<file path="config.mk">
export PLATFORM = sky130hd
export DESIGN_NAME = i2c_target
export DESIGN_NICKNAME = d
export VERILOG_FILES = /design/src/rtl/i2c_target.sv
export SDC_FILE = /design/constraint.sdc
export NUM_CORES = 1
export LEC_CHECK = 0
export CORE_UTILIZATION = 40
export DETAILED_ROUTE_END_ITERATION = 10
export GPL_TIMING_DRIVEN = 0
export HOLD_SLACK_MARGIN = 0.15
export SETUP_SLACK_MARGIN = 0.02
export SKIP_CTS_REPAIR_TIMING = 1
export SKIP_LAST_GASP = 1
export SYNTH_ARGS = -nofsm -noshare
export SYNTH_HDL_FRONTEND = slang
export SYNTH_SLANG_ARGS = --single-unit
</file>
<file path="constraint.sdc">
create_clock -name clk -period 6.55 [get_ports clk]
set_input_delay 0.9825 -clock clk [delete_from_list [all_inputs] [get_ports clk]]
set_output_delay 0.9825 -clock clk [all_outputs]
set_load 0.01 [all_outputs]
</file>
<file path="src/rtl/i2c_target.sv">
`timescale 1ns/1ps
// i2c_target: 7-bit addressed I2C target with a 4 x 8-bit register file.
//
// Protocol: after START + address/W, the first data byte selects the
// register pointer; each later byte is written to reg[ptr] and the pointer
// advances. After START + address/R, reg[ptr] bytes are shifted out and the
// pointer advances after each byte until the master NACKs. The pointer wraps
// 3 -> 0 in both directions.
//
// Ports:
//   clk        system clock, all state changes on the rising edge
//   rst        asynchronous active-high reset
//   scl        bus clock as read from the line
//   sda_in     bus data as read from the line
//   sda_oe     1 = pull SDA low, 0 = release (SDA is never driven high)
//   regs       register file, reg0 in [7:0] .. reg3 in [31:24]
//   ptr        current register pointer
//   busy       high from address match until STOP / abandoned transaction
//   wr_strobe  one-clk pulse when a data byte is written into regs
module i2c_target #(
    parameter logic [6:0] DEV_ADDR    = 7'h50,
    parameter int         SYNC_STAGES = 2
) (
    input  logic        clk,
    input  logic        rst,
    input  logic        scl,
    input  logic        sda_in,
    output logic        sda_oe,
    output logic [31:0] regs,
    output logic [1:0]  ptr,
    output logic        busy,
    output logic        wr_strobe
);

    localparam logic [2:0] S_IDLE  = 3'd0;
    localparam logic [2:0] S_ADDR  = 3'd1;
    localparam logic [2:0] S_ACK1  = 3'd2;
    localparam logic [2:0] S_DATA  = 3'd3;
    localparam logic [2:0] S_ACK2  = 3'd4;
    localparam logic [2:0] S_SDATA = 3'd5;
    localparam logic [2:0] S_MACK  = 3'd6;

    // Synchronizers and one-cycle-delayed copies for edge detection.
    logic [SYNC_STAGES-1:0] scl_sync_q, scl_sync_d;
    logic [SYNC_STAGES-1:0] sda_sync_q, sda_sync_d;
    logic                   scl_prev_q, sda_prev_q;
    logic                   scl_s, sda_s;

    logic [2:0]       state_q, state_d;
    logic [3:0]       bit_cnt_q, bit_cnt_d;
    logic [7:0]       shift_q, shift_d;
    logic             rw_q, rw_d;
    logic             ack_drv_q, ack_drv_d;   // ACK slot: 0 = waiting for first fall, 1 = driving
    logic             first_q, first_d;       // next DATA byte is the pointer byte
    logic [1:0]       ptr_q, ptr_d;
    logic [3:0][7:0]  regs_q, regs_d;
    logic             busy_q, busy_d;
    logic             sda_oe_q, sda_oe_d;
    logic             wr_strobe_q, wr_strobe_d;

    logic             scl_rise, scl_fall, start_det, stop_det;
    logic [7:0]       rx_byte;
    logic [7:0]       cur_reg;

    assign scl_sync_d = {scl_sync_q[SYNC_STAGES-2:0], scl};
    assign sda_sync_d = {sda_sync_q[SYNC_STAGES-2:0], sda_in};
    assign scl_s      = scl_sync_q[SYNC_STAGES-1];
    assign sda_s      = sda_sync_q[SYNC_STAGES-1];

    assign scl_rise  = scl_s & ~scl_prev_q;
    assign scl_fall  = ~scl_s & scl_prev_q;
    assign start_det = scl_s & sda_prev_q & ~sda_s;
    assign stop_det  = scl_s & ~sda_prev_q & sda_s;

    // Byte as it will look after the bit arriving on this rise is shifted in.
    assign rx_byte = {shift_q[6:0], sda_s};
    assign cur_reg = regs_q[ptr_q];

    always_comb begin
        state_d     = state_q;
        bit_cnt_d   = bit_cnt_q;
        shift_d     = shift_q;
        rw_d        = rw_q;
        ack_drv_d   = ack_drv_q;
        first_d     = first_q;
        ptr_d       = ptr_q;
        regs_d      = regs_q;
        busy_d      = busy_q;
        sda_oe_d    = sda_oe_q;
        wr_strobe_d = 1'b0;

        // START/STOP outrank any SCL edge seen in the same cycle.
        if (stop_det) begin
            state_d   = S_IDLE;
            bit_cnt_d = 4'd0;
            sda_oe_d  = 1'b0;
            busy_d    = 1'b0;
        end else if (start_det) begin
            state_d   = S_ADDR;
            bit_cnt_d = 4'd0;
            sda_oe_d  = 1'b0;
        end else begin
            case (state_q)
                S_ADDR: begin
                    if (scl_rise) begin
                        shift_d   = rx_byte;
                        bit_cnt_d = bit_cnt_q + 4'd1;
                        if (bit_cnt_q == 4'd7) begin
                            bit_cnt_d = 4'd0;
                            if (rx_byte[7:1] == DEV_ADDR) begin
                                state_d   = S_ACK1;
                                busy_d    = 1'b1;
                                rw_d      = rx_byte[0];
                                ack_drv_d = 1'b0;
                                first_d   = 1'b1;
                            end else begin
                                state_d = S_IDLE;
                                busy_d  = 1'b0;
                            end
                        end
                    end
                end

                S_ACK1: begin
                    if (scl_fall) begin
                        if (!ack_drv_q) begin
                            sda_oe_d  = 1'b1;
                            ack_drv_d = 1'b1;
                        end else if (rw_q) begin
                            // The fall that ends the ACK slot already presents
                            // the MSB of the first read byte.
                            state_d   = S_SDATA;
                            sda_oe_d  = ~cur_reg[7];
                            shift_d   = {cur_reg[6:0], 1'b0};
                            bit_cnt_d = 4'd1;
                        end else begin
                            state_d   = S_DATA;
                            sda_oe_d  = 1'b0;
                            bit_cnt_d = 4'd0;
                        end
                    end
                end

                S_DATA: begin
                    if (scl_rise) begin
                        shift_d   = rx_byte;
                        bit_cnt_d = bit_cnt_q + 4'd1;
                        if (bit_cnt_q == 4'd7) begin
                            bit_cnt_d = 4'd0;
                            state_d   = S_ACK2;
                            ack_drv_d = 1'b0;
                            if (first_q) begin
                                ptr_d   = rx_byte[1:0];
                                first_d = 1'b0;
                            end else begin
                                regs_d[ptr_q] = rx_byte;
                                wr_strobe_d   = 1'b1;
                                ptr_d         = ptr_q + 2'd1;
                            end
                        end
                    end
                end

                S_ACK2: begin
                    if (scl_fall) begin
                        if (!ack_drv_q) begin
                            sda_oe_d  = 1'b1;
                            ack_drv_d = 1'b1;
                        end else begin
                            state_d   = S_DATA;
                            sda_oe_d  = 1'b0;
                            bit_cnt_d = 4'd0;
                        end
                    end
                end

                S_SDATA: begin
                    if (scl_fall) begin
                        if (bit_cnt_q != 4'd8) begin
                            sda_oe_d  = ~shift_q[7];
                            shift_d   = {shift_q[6:0], 1'b0};
                            bit_cnt_d = bit_cnt_q + 4'd1;
                        end else begin
                            // All 8 bits out: release for the master's ACK slot.
                            sda_oe_d  = 1'b0;
                            ptr_d     = ptr_q + 2'd1;
                            bit_cnt_d = 4'd0;
                            state_d   = S_MACK;
                        end
                    end
                end

                S_MACK: begin
                    if (scl_rise) begin
                        if (!sda_s) begin
                            state_d   = S_SDATA;
                            shift_d   = cur_reg;
                            bit_cnt_d = 4'd0;
                        end else begin
                            state_d  = S_IDLE;
                            sda_oe_d = 1'b0;
                            busy_d   = 1'b0;
                        end
                    end
                end

                default: begin
                    state_d = S_IDLE;
                end
            endcase
        end
    end

    always_ff @(posedge clk or posedge rst) begin
        if (rst) begin
            scl_sync_q  <= '1;
            sda_sync_q  <= '1;
            scl_prev_q  <= 1'b1;
            sda_prev_q  <= 1'b1;
            state_q     <= S_IDLE;
            bit_cnt_q   <= 4'd0;
            shift_q     <= 8'h00;
            rw_q        <= 1'b0;
            ack_drv_q   <= 1'b0;
            first_q     <= 1'b0;
            ptr_q       <= 2'd0;
            regs_q      <= '0;
            busy_q      <= 1'b0;
            sda_oe_q    <= 1'b0;
            wr_strobe_q <= 1'b0;
        end else begin
            scl_sync_q  <= scl_sync_d;
            sda_sync_q  <= sda_sync_d;
            scl_prev_q  <= scl_s;
            sda_prev_q  <= sda_s;
            state_q     <= state_d;
            bit_cnt_q   <= bit_cnt_d;
            shift_q     <= shift_d;
            rw_q        <= rw_d;
            ack_drv_q   <= ack_drv_d;
            first_q     <= first_d;
            ptr_q       <= ptr_d;
            regs_q      <= regs_d;
            busy_q      <= busy_d;
            sda_oe_q    <= sda_oe_d;
            wr_strobe_q <= wr_strobe_d;
        end
    end

    assign sda_oe    = sda_oe_q;
    assign regs      = regs_q;
    assign ptr       = ptr_q;
    assign busy      = busy_q;
    assign wr_strobe = wr_strobe_q;

endmodule

</file>
# After elaboration in Yosys (flattened, before gate mapping)
# Cells that the tools add are included.
# word_totals
reg_bits	61
inputBits	4
out_inout_bits	37
word_cells	186
# classes
add_sub_neg	2
order_cmp	2
eq_ne	43
n_mux	86
bitwise	15
n_reduce_logical	20
# ops
op	n
$mux 8	10
$ne 4x4->1 const B	14
$mux 4	12
$mux 3	15
$bwmux 32	1
$mux 1	32
$pmux 8 s4	1
$ne 2x2->1 const B	13
$reduce_and 6->1	4
$reduce_and 11->1	2
$pmux 4 s5	1
$pmux 3 s6	1
$reduce_and 9->1	2
$bmux 8 s2	1
$demux 8 s2	1
$mux 2	6
$ne 3x3->1 const B	4
$eq 3x3->1 const B	3
$not 1->1	9
$reduce_and 8->1	1
$eq 7x7->1 const B	1
$reduce_and 7->1	1
$reduce_bool 7->1	1
$and 1x1->1	6
19 further kinds	26

# Longest topological paths before layout
# depth
ltp_word	9
mapped_depth	8

# Worst setup path before layout
# OpenSTA, ideal clock, no wires.
# synth_path
path_kind	register to register
start	reg scl_sync_q[1]
end	reg state_q[2]
setup_ps	125
arrival_time_ps	1968
slack_ps	4457
path_stages_with_launch	7
cell_sequence	dfstp_2 clkbuf_1 nand2b_1 a21oi_1 o311ai_0 and2_1 mux2_2
# synth_via
elab_chain_len	4
# synth_lines
element	line	source
start: declaration	44	logic [SYNC_STAGES-1:0] scl_sync_q, scl_sync_d;
start signal: assignment	232	scl_sync_q <= scl_sync_d;
$and 1x1->1, or another cell as far along	72	assign start_det = scl_s & sda_prev_q & ~sda_s;
$and 1x1->1 (on tied branches)	72, 71, 73	
$ne 4x4->1 (no line) / $mux 3 (equally long branches)	-	
$reduce_and 11->1 (no line) / $mux 3 (equally long branches)	-	
end signal: assignment	236	state_q <= state_d;
end: declaration	49	logic [2:0] state_q, state_d;
# Several ways; a longest one is shown, not always the timed one.
# A chain may end at the register's enable or synchronous reset.

# Worst setup path in the final report
# Same ends and word-level chain as after synthesis.

==> results_tabular.tex <==
\begin{tabular}{lr}
\hline
Metric & Value \\
\hline
\multicolumn{2}{l}{\textbf{Run status}} \\
\quad Result of the run & complete, no violations \\
\multicolumn{2}{l}{\textbf{Yosys}} \\
\quad FFs w/ async S/R, synth & 100.0\% \\
\quad Cell accounting for the most synthesized area & dfrtp\_1 \\
\quad Number of warnings issued by yosys & 0 \\
\quad Mapped cell area & 3396 um\^{}2 \\
\quad Sequential cell area fraction in the yosys report & 45.17\% \\
\quad Number of nets in the synthesized netlist & 312 \\
\quad Avg Inst Size Synth & 11.24 um\^{}2 \\
\quad Primary flip-flop cell chosen by synthesis mapping & dfrtp\_1 \\
\quad EDFF count, synth & 0 \\
\quad Netlist cell types & 54 \\
\quad Mapped Cells & 302 \\
\quad Synth Register Bits & 61 \\
\quad Top post-synthesis cells by area & dfrtp\_1, mux2\_2, mux4\_2, dfstp\_2, o21ai\_0 \\
\quad Portion of synthesized cell area occupied by the leading cell type & 40.53\% \\
\multicolumn{2}{l}{\textbf{Timing}} \\
\quad Transition at the pin with the smallest max-transition slack & 0.7849 ns \\
\quad Worst hold margin & 0.3523 ns \\
\quad Hold violation total from the final report & 0 \\
\quad Final number of max-transition violations & 0 \\
\quad Total Neg Setup Slack & 0 ns \\
\quad Post-layout minimum cycle time & 2.602 ns \\
\quad Fmax & 384.4 MHz \\
\quad Unrepaired setup endpoints after global routing & no \\
\quad Max Clock Skew & 0.01119 ns \\
\quad Max transition margin & 47.01\% \\
\quad Tcrit/Tclk final & 39.72\% \\
\quad Final setup violation count & 0 \\
\multicolumn{2}{l}{\textbf{Detailed routing}} \\
\quad Residual DRC & 0 \\
\quad TritonRoute pass-1 iters & 5 \\
\quad Via count of the routed design & 2583 \\
\quad Count of antenna-violating nets left after detailed routing & 0 \\
\quad Initial DRC count & 115 \\
\quad Wire length per cell after detailed routing & 17.75 um \\
\quad Via density & 5.579 \\
\quad Post-Route WL & 8218 um \\
\multicolumn{2}{l}{\textbf{Global routing}} \\
\quad Largest net degree at the start of global routing & 37 \\
\quad Via count of the first global-routing pass & 2673 \\
\quad Remaining global-route overflow & 0 \\
\quad GR Util All Layers & 20.37\% \\
\quad Busiest grt layer & met2 \\
\quad Initial antenna violation count & 0 \\
\quad Fraction of met2 tracks used by global routing & 33.64\% \\
\quad Met3 track utilization from global routing & 3.560\% \\
\quad Fraction of met1 tracks used by global routing & 25.44\% \\
\quad Global-route wire length before repair & 13480 um \\
\multicolumn{2}{l}{\textbf{Clocking}} \\
\quad Clock edge transition at the registers on the reported setup and hold paths & 0.07 ns \\
\quad Total number of H-tree levels & 3 \\
\quad TritonCTS buffer count & 9 \\
\quad Clk buf depth & 2 \\
\quad CTS tree & done \\
\quad Buffer type at the clock tree root & clkbuf\_8 \\
\quad Worst skew pair latency & 0.34 ns \\
\quad Number of clock sinks & 61 \\
\multicolumn{2}{l}{\textbf{Worst setup path}} \\
\quad Data required, critical path & 6.77 ns \\
\quad Worst path arrival time & 2.82 ns \\
\quad Critical path peak fanout & 10 \\
\quad Element type at the critical path end & register \\
\quad Nature of the critical path startpoint & register \\
\quad Kind of critical path & reg -> reg \\
\multicolumn{2}{l}{\textbf{Floorplan}} \\
\quad Die outline area & 8861 um\^{}2 \\
\quad Initial Utilization & 41.33\% \\
\quad Number of core rows & 33 \\
\quad Io pins & 41 \\
\quad Std-Cell Core Area & 8217 um\^{}2 \\
\quad Die boundary height & 94.14 um \\
\quad X dimension of the die & 94.14 um \\
\multicolumn{2}{l}{\textbf{Finish}} \\
\quad Final-stage net count & 364 \\
\quad Most common cell after layout, fill and taps aside & dfrtp\_1 \\
\quad Share of cells above drive strength 1 & 22.91\% \\
\quad \# diodes & 0 \\
\quad Commonest non-fill, non-tap cells in the layout & dfrtp\_1, mux2\_2, clkdlybuf4s50\_1, o21ai\_0, nand2\_1 \\
\quad Design Area, Final & 4121 um\^{}2 \\
\quad Number of inserted filler cells in the final layout & 758 \\
\quad Area growth, synth to finish & 21.37\% \\
\multicolumn{2}{l}{\textbf{Flow run}} \\
\quad Number of max-capacitance violations reported & 0 \\
\multicolumn{2}{l}{\textbf{Placement}} \\
\quad I/O Buffers & 40 \\
\quad Placed standard-cell area & 3948 um\^{}2 \\
\quad Final estimated routing congestion in global placement & 0.9081 \\
\quad HPWL after detailed placement & 5891 um \\
\multicolumn{2}{l}{\textbf{Power and ir drop}} \\
\quad Leak Pwr & 1.756 nW \\
\quad Worst vdd ir & 0.1138 mV \\
\quad Total power of the final layout & 0.001155 W \\
\quad Power per cell area & 280.3 nW/um\^{}2 \\
\multicolumn{2}{l}{\textbf{Worst hold path}} \\
\quad Hold Path Class & reg -> reg \\
\hline
\end{tabular}
-- cell type report --
cell class | count | area [um^2] | area share (%)
Clock buffer | 10 | 137.6 | 3.339
Timing Repair Buffer | 41 | 420.4 | 10.20
Inverter | 9 | 33.78 | 0.8197
Sequential cell | 61 | 1534 | 37.22
Tap cell | 105 | 131.4 | 3.188
Multi-Input combinational cell | 217 | 1769 | 42.93
Buffer | 15 | 58.81 | 1.427
Clock inverter | 5 | 36.28 | 0.8804
-- registers in the layout, summed over array words and instances, names as in the netlist --
name	flops
ack_drv_q	1
bit_cnt_q	4
busy	1
first_q	1
ptr	2
regs	32
rw_q	1
scl_prev_q	1
scl_sync_q	2
sda_oe	1
sda_prev_q	1
sda_sync_q	2
shift_q	8
state_q	3
wr_strobe	1
-- where the power goes --
part | switching, W | total [W] | leakage [nW] | internal [W]
Sequential | 0.0000642 | 0.000483 | 0.820 | 0.000419
Combinational | 0.000214 | 0.000371 | 0.855 | 0.000158
Clock | 0.000155 | 0.000301 | 0.0808 | 0.000146
-- cells by family (layout without fill, tap and decap cells) --
group	Yosys count	count (layout)	share of synthesized area (%)
fa+ha+maj	6	6	2.211
simple gates	82	82	14.04
compound gates	67	67	13.04
buf+inv	24	80	2.726
flops	61	61	45.17
xor+xnor	2	2	0.5159
mux	60	60	22.29
-- Yosys cell counts, types with 7 or more instances --
| cell | number |
|---|---|
| inv_1 | 9 |
| dfrtp_1 | 55 |
| mux4_2 | 8 |
| mux2_2 | 43 |
| clkbuf_1 | 12 |
| a21oi_1 | 11 |
| o21ai_0 | 21 |
| mux2i_1 | 7 |
| nand2b_1 | 13 |
| nor2_1 | 12 |
| nand2_1 | 18 |
| o211ai_1 | 7 |
-- critical path, stage by stage, from the launching register on --
cell and delay, ns:
dfstp_2 0.57, clkbuf_1 0.34, nand2b_1 0.19, a21oi_1 0.04, o311ai_0 0.69, and2_1 0.28, mux2_2 0.36
-- worst paths after layout --
| kind | from | end | slack (ns) | cells past startpoint |
|---|---|---|---|---|
| max in group asynchronous | rst | shift_q[5] | 4.94 | 3 |
| worst max register to register | scl_sync_q[1] | state_q[2] | 3.95 | 6 |
| min in group asynchronous | rst | state_q[1] | 1.02 | 2 |
| worst max-delay path | scl_sync_q[1] | state_q[2] | 3.95 | 6 |
| worst min register to register | scl_sync_q[0] | scl_sync_q[1] | 0.35 | 0 |
| worst min-delay path | scl_sync_q[0] | scl_sync_q[1] | 0.35 | 0 |
-- per-stage QoR --
stage / cells / setup WS, ns / util, %
after floorplan: 302 / 4.064 / -
after global placement: 447 / 2.931 / 47.80
after detailed placement: 448 / 4.048 / 48.04
after CTS: 463 / 4.010 / 50.16
after global routing: 463 / 3.796 / 50.16
final: 463 / 3.948 / 50.16
-- metal layers --
metal / routed length [um] / vias up / part of all wire [%]
met5: 0 / - / 0
met2: 4050 / 64 / 49
met1: 3653 / 1284 / 44
met4: 124 / 0 / 1.5
li1: - / 1225 / -
met3: 390 / 10 / 4.7
No activity file was read; power rests on OpenSTA's default activity.
